<file path="config.mk">
export PLATFORM = sky130hd
export DESIGN_NAME = btb_assoc
export DESIGN_NICKNAME = d
export VERILOG_FILES = /design/src/rtl/btb_assoc.sv
export SDC_FILE = /design/constraint.sdc
export NUM_CORES = 2
export LEC_CHECK = 0
export CAP_MARGIN = 20
export CORE_UTILIZATION = 51
export CTS_CLUSTER_DIAMETER = 200
export DETAILED_ROUTE_END_ITERATION = 16
export PLACE_DENSITY = 0.7
export SYNTH_ARGS = -nofsm -noshare
export SYNTH_HDL_FRONTEND = slang
export SYNTH_SLANG_ARGS = --single-unit
</file>
<file path="constraint.sdc">
create_clock -name i_clk -period 6.2 [get_ports i_clk]
set_clock_uncertainty 0.15 [all_clocks]
set_input_delay 1.24 -clock i_clk [delete_from_list [all_inputs] [get_ports i_clk]]
set_output_delay 1.24 -clock i_clk [all_outputs]
set_load 0.05 [all_outputs]
</file>
<file path="src/rtl/btb_assoc.sv">
// Set-associative branch target buffer with per-entry direction prediction.
// Same-cycle lookup on the fetch port, edge-triggered writeback on the update port.
// Build option: define BTB_HYSTERESIS_EN for 2-bit direction counters per entry.
// Without it, an entry means "taken", and a not-taken hit drops the entry.
module btb_assoc #(
    parameter int unsigned ADDR_W = 32,
    parameter int unsigned SETS   = 16,
    parameter int unsigned WAYS   = 2,
    parameter int unsigned OFFSET = 2
) (
    input  logic              i_clk,
    input  logic              i_rst_n,
    input  logic [ADDR_W-1:0] i_pred_addr,
    output logic              o_hit,
    output logic              o_taken,
    output logic [ADDR_W-1:0] o_target,
    input  logic              i_upd_en,
    input  logic [ADDR_W-1:0] i_upd_addr,
    input  logic              i_upd_taken,
    input  logic [ADDR_W-1:0] i_upd_target,
    input  logic              i_flush
);

    localparam int unsigned IDX_W = $clog2(SETS);
    localparam int unsigned TAG_W = ADDR_W - OFFSET - IDX_W;
    localparam int unsigned WAY_W = (WAYS > 1) ? $clog2(WAYS) : 1;

    logic              valid_q  [SETS][WAYS];
    logic [TAG_W-1:0]  tag_q    [SETS][WAYS];
    logic [ADDR_W-1:0] target_q [SETS][WAYS];
    logic [WAY_W-1:0]  vp_q     [SETS];
`ifdef BTB_HYSTERESIS_EN
    logic [1:0]        ctr_q    [SETS][WAYS];
    logic [1:0]        ctr_cur;
    logic [1:0]        ctr_upd;
    logic [1:0]        ctr_post;
`endif

    logic [IDX_W-1:0]  p_idx;
    logic [TAG_W-1:0]  p_tag;
    logic [IDX_W-1:0]  u_idx;
    logic [TAG_W-1:0]  u_tag;

    logic              p_hit;
    logic [WAY_W-1:0]  p_way;
    logic              u_hit;
    logic [WAY_W-1:0]  u_way;
    logic              u_free;
    logic [WAY_W-1:0]  victim;
    logic [WAY_W-1:0]  vp_next;
    logic              fwd;
    logic              post_valid;

    assign p_idx = i_pred_addr[OFFSET +: IDX_W];
    assign p_tag = i_pred_addr[ADDR_W-1 -: TAG_W];
    assign u_idx = i_upd_addr[OFFSET +: IDX_W];
    assign u_tag = i_upd_addr[ADDR_W-1 -: TAG_W];

    // Fetch-side tag match across the ways of the indexed set
    always_comb begin
        p_hit = 1'b0;
        p_way = '0;
        for (int unsigned w = 0; w < WAYS; w++) begin
            if (valid_q[p_idx][w] && (tag_q[p_idx][w] == p_tag)) begin
                p_hit = 1'b1;
                p_way = WAY_W'(w);
            end
        end
    end

    // Update-side tag match plus victim choice: lowest invalid way, else the set's pointer
    always_comb begin
        u_hit  = 1'b0;
        u_way  = '0;
        u_free = 1'b0;
        victim = vp_q[u_idx];
        for (int unsigned w = 0; w < WAYS; w++) begin
            if (valid_q[u_idx][w] && (tag_q[u_idx][w] == u_tag)) begin
                u_hit = 1'b1;
                u_way = WAY_W'(w);
            end
            if (!u_free && !valid_q[u_idx][w]) begin
                u_free = 1'b1;
                victim = WAY_W'(w);
            end
        end
        vp_next = (victim == WAY_W'(WAYS - 1)) ? '0 : victim + WAY_W'(1);
    end

`ifdef BTB_HYSTERESIS_EN
    // Saturating counter step for the matching entry and the counter value seen after the update
    always_comb begin
        ctr_cur = ctr_q[u_idx][u_way];
        if (i_upd_taken) begin
            ctr_upd = (ctr_cur == 2'b11) ? 2'b11 : ctr_cur + 2'b01;
        end else begin
            ctr_upd = (ctr_cur == 2'b00) ? 2'b00 : ctr_cur - 2'b01;
        end
        ctr_post = u_hit ? ctr_upd : 2'b10;
    end
`endif

    assign fwd = i_upd_en && !i_flush && (i_pred_addr == i_upd_addr);
`ifdef BTB_HYSTERESIS_EN
    assign post_valid = u_hit || i_upd_taken;
`else
    assign post_valid = i_upd_taken;
`endif

    // Lookup result, overridden by the in-flight update when it targets the same PC
    always_comb begin
        o_hit    = p_hit;
        o_target = p_hit ? target_q[p_idx][p_way] : '0;
`ifdef BTB_HYSTERESIS_EN
        o_taken  = p_hit && ctr_q[p_idx][p_way][1];
`else
        o_taken  = p_hit;
`endif
        if (fwd) begin
            o_hit    = post_valid;
            o_target = post_valid ? i_upd_target : '0;
`ifdef BTB_HYSTERESIS_EN
            o_taken  = post_valid && ctr_post[1];
`else
            o_taken  = post_valid;
`endif
        end
    end

    // Table state: reset, flush (wins over update), then hit refresh or miss allocation
    always_ff @(posedge i_clk or negedge i_rst_n) begin
        if (!i_rst_n) begin
            for (int unsigned s = 0; s < SETS; s++) begin
                vp_q[s] <= '0;
                for (int unsigned w = 0; w < WAYS; w++) begin
                    valid_q[s][w]  <= 1'b0;
                    tag_q[s][w]    <= '0;
                    target_q[s][w] <= '0;
`ifdef BTB_HYSTERESIS_EN
                    ctr_q[s][w]    <= '0;
`endif
                end
            end
        end else if (i_flush) begin
            for (int unsigned s = 0; s < SETS; s++) begin
                vp_q[s] <= '0;
                for (int unsigned w = 0; w < WAYS; w++) begin
                    valid_q[s][w] <= 1'b0;
                end
            end
        end else if (i_upd_en) begin
            if (u_hit) begin
`ifdef BTB_HYSTERESIS_EN
                target_q[u_idx][u_way] <= i_upd_target;
                ctr_q[u_idx][u_way]    <= ctr_upd;
`else
                if (i_upd_taken) begin
                    target_q[u_idx][u_way] <= i_upd_target;
                end else begin
                    valid_q[u_idx][u_way]  <= 1'b0;
                end
`endif
            end else if (i_upd_taken) begin
                valid_q[u_idx][victim]  <= 1'b1;
                tag_q[u_idx][victim]    <= u_tag;
                target_q[u_idx][victim] <= i_upd_target;
`ifdef BTB_HYSTERESIS_EN
                ctr_q[u_idx][victim]    <= 2'b10;
`endif
                vp_q[u_idx]             <= vp_next;
            end
        end
    end

endmodule

</file>
==> results.sh <==
export IMPL_via_per_inst=6.59
export IMPL_drt_wl_total_mm=293
export IMPL_cts_root_buf="clkbuf_16"
export IMPL_fillers=14000
export IMPL_dp_hpwl_mm=192
export IMPL_async_reset_ff_share_pct=100
export IMPL_dr_total_vias=60200
export IMPL_fin_crit_ns=6.48
export IMPL_synthFlopType="dfrtp_1"
export IMPL_p_int_uw=22800
export IMPL_route_detailed_wl_per_inst_um=32.1
export IMPL_grt_max_degree=169
export IMPL_p_seq_share_pct=45.5
export IMPL_report_final_slew_viol_count=0
export IMPL_ys_seq_area_share_pct=48.5
export IMPL_ioPinCount=135
export IMPL_violations="setup timing"
export IMPL_synth_top_area_share_pct=48.5
export IMPL_clock_latency_ns=0.89
export IMPL_netSwitchingFraction_pct=25.0
export IMPL_final_common_cell="dfrtp_1"
export IMPL_final_nets=6555
export IMPL_port_buffers=134
export IMPL_rsz0062_at_grt="true"
export IMPL_place_congestion=0.981
export IMPL_worstSetupPathType="primary input to output port"
export IMPL_seq_area_um2=47600
export IMPL_fin_ws_ns=-0.278
export IMPL_grt_use_total_pct=30.6
export IMPL_initial_core_util_pct=51.5
export IMPL_postSynthCellCount=6205
export IMPL_final_hold_viol_count=0
export IMPL_min_period_over_period_pct=104
export IMPL_setup_viol=34
export IMPL_clockBufferDepth=3
export IMPL_drive_gt1_share_pct=47.3
export IMPL_path_max_fanout=8
export IMPL_total_leakage_power_uw=0.0545
export IMPL_fp_dieH_um=441
export IMPL_worstMarginPinSlew_ns=1.08
export IMPL_drtPass1Iterations=6
export IMPL_rows=160
export IMPL_grt_pass1_vias=62900
export IMPL_die_width_um=441
export IMPL_synthToLayoutAreaGrowth_pct=17.0
export IMPL_drc=0
export IMPL_max_cap_violations=0
export IMPL_antenna_left=0
export IMPL_multi_input_area_um2=47700
export IMPL_hp_class="primary input to asynchronous set/reset pin"
export IMPL_critPathLaunchType="primary input"
export IMPL_core_area_um2=191000
export IMPL_yosysTopAreaCell="dfrtp_1"
export IMPL_irDropWorstVdd_mv=0.284
export IMPL_holdBufCountCts=0
export IMPL_ctsHtreeMaxLevel=4
export IMPL_p_comb_share_pct=12.3
export IMPL_status="complete, but fails checks"
export IMPL_clock_fmax_mhz=154
export IMPL_synth_area_leaders="dfrtp_1 (49%), mux4_2 (18%), mux2_2 (11%)"
export IMPL_cts_buffers=201
export IMPL_max_slew_margin_pct=27.5
export IMPL_grt_pass1_wl_mm=436
export IMPL_syn_num_nets=6306
export IMPL_required_ns=4.81
export IMPL_hold_ws_ns=0.234
export IMPL_drt_iter0_markers=5774
export IMPL_yosysUniqueCellTypes=79
export IMPL_clkTransAtPathRegs_ns=0.06
export IMPL_clock_sinks=1904
export IMPL_power_switching_uw=7600
export IMPL_ys_warn_count=0
export IMPL_avgSynthCellArea_um2=15.8
export IMPL_cts_tree="done"
export IMPL_pwr_density_cell_nw_per_um2=265
export IMPL_crit_path_end_kind="output port"
export IMPL_fin_util_pct=60.2
export IMPL_arrival_ns=5.09
export IMPL_antenna_found_initial=3
export IMPL_ys_seq_elements=1904
export IMPL_dieArea_um2=194000
export IMPL_synth_area_um2=98200
export IMPL_grt_overflow_total=0
export IMPL_p_clk_share_pct=42.3
export IMPL_mostFrequentLayoutCells="dfrtp_1 (1904), mux2_2 (974), mux4_2 (778)"
export IMPL_synth_edf_count=0
[cell type report]
cell class	instances	share of cell area, %
multi-input cells	3588	41.6
inverters	84	0.275
diodes	2	0.00436
well taps	2511	2.74
clock buffers	292	5.14
flip-flops and latches	1904	41.5
clock inverters	73	1.07
repair buffers	675	7.73
[cell usage after synthesis, drive strengths merged (10+ instances only)]
cell type,n
a211o,14
a211oi,19
a21oi,22
a22oi,25
a2bb2oi,19
a31oi,19
and3,16
and4,15
buf,318
clkbuf,311
dfrtp,1904
inv,82
mux2,1876
mux2i,124
mux4,778
nand2,122
nand2b,10
nand3,44
nand4,22
nor2,70
nor2b,11
nor3,31
nor4,16
o21ai,29
o221ai,36
o22ai,17
o311ai,16
xnor2,88
xor2,51
[metal layers]
metal / global-route usage (%) / routed length, um / up-vias
li1: - / - / 24100
met1: 41.5 / 118000 / 32800
met2: 48.0 / 139000 / 2575
met3: 5.61 / 21400 / 675
met4: 14.0 / 15200 / 0
met5: 0 / 0 / -
[metrics by stage]
step                      setup WS (ns)  cells  instance area [um^2]  total power [uW]  setup TNS (ns)
after detailed placement         -0.608   8719                106000             17600          -18.01
after global routing             -0.319   9128                115000             31400           -9.33
final                            -0.278   9129                115000             30400           -7.93
after global placement           -0.614   8719                106000             17500          -17.34
after floorplan                 -0.0690   6205                 98400             16300           -2.18
after CTS                        -0.116   9102                114000             30500           -2.72
[registers in the layout, indices dropped and copies added, names as in the netlist]
signal / flops
tag_q: 832
target_q: 1024
vp_q: 16
valid_q: 32
[logic make-up after synthesis]
kind of cell              Yosys count  synth area share (%)
xor gates and xnor gates          139                  1.24
muxes                            2778                  41.9
AOI/OAI and AO/OA                 277                  2.40
DFF                              1904                  48.5
buffers and inverters             713                  3.70
and+or+nand+nor                   394                  2.19
[power groups by stage]
stage	logic, uW	clock network, uW	registers [uW]
3_5_place_dp	3630	0	14000
3_3_place_gp	3550	0	14000
6_report	3730	12900	13800
4_1_cts	3690	13000	13800
2_1_floorplan	2450	0	13800
5_1_grt	3940	13500	13900
[path summary, 6_finish.rpt]
check / cells after the start / start / slack, ns / to
min in group i_clk: 1 / target_q[83] / 0.33 / target_q[83]
max in group asynchronous: 2 / i_rst_n / 4.03 / tag_q[272]
worst min-delay path: 1 / i_rst_n / 0.23 / target_q[1011]
worst min register to register: 1 / target_q[83] / 0.33 / target_q[83]
worst max register to register: 13 / tag_q[473] / 1.59 / tag_q[776]
worst max-delay path: 16 / i_pred_addr[2] / -0.28 / o_target[28]
[timing repair]
action / CTS / global route
resized for setup: 65 / 22
pin swaps: 38 / 6
gates cloned: 3 / 0
setup buffers: 16 / 7
endpoints found under the setup margin: 34 / 34
[worst max-delay path, stage by stage]
cell and delay (ns):
buf_12 0.11, buf_16 0.13, buf_6 0.10, mux4_2 0.48, mux4_2 0.51, xnor2_2 0.24
nand4_1 0.42, nor4_4 0.39, buf_4 0.18, nand4_1 0.11, buf_6 0.16, nand3b_1 0.20
buf_12 0.21, buf_16 0.17, o221ai_4 0.19, buf_6 0.18
No activity file was read; power rests on OpenSTA's default activity.
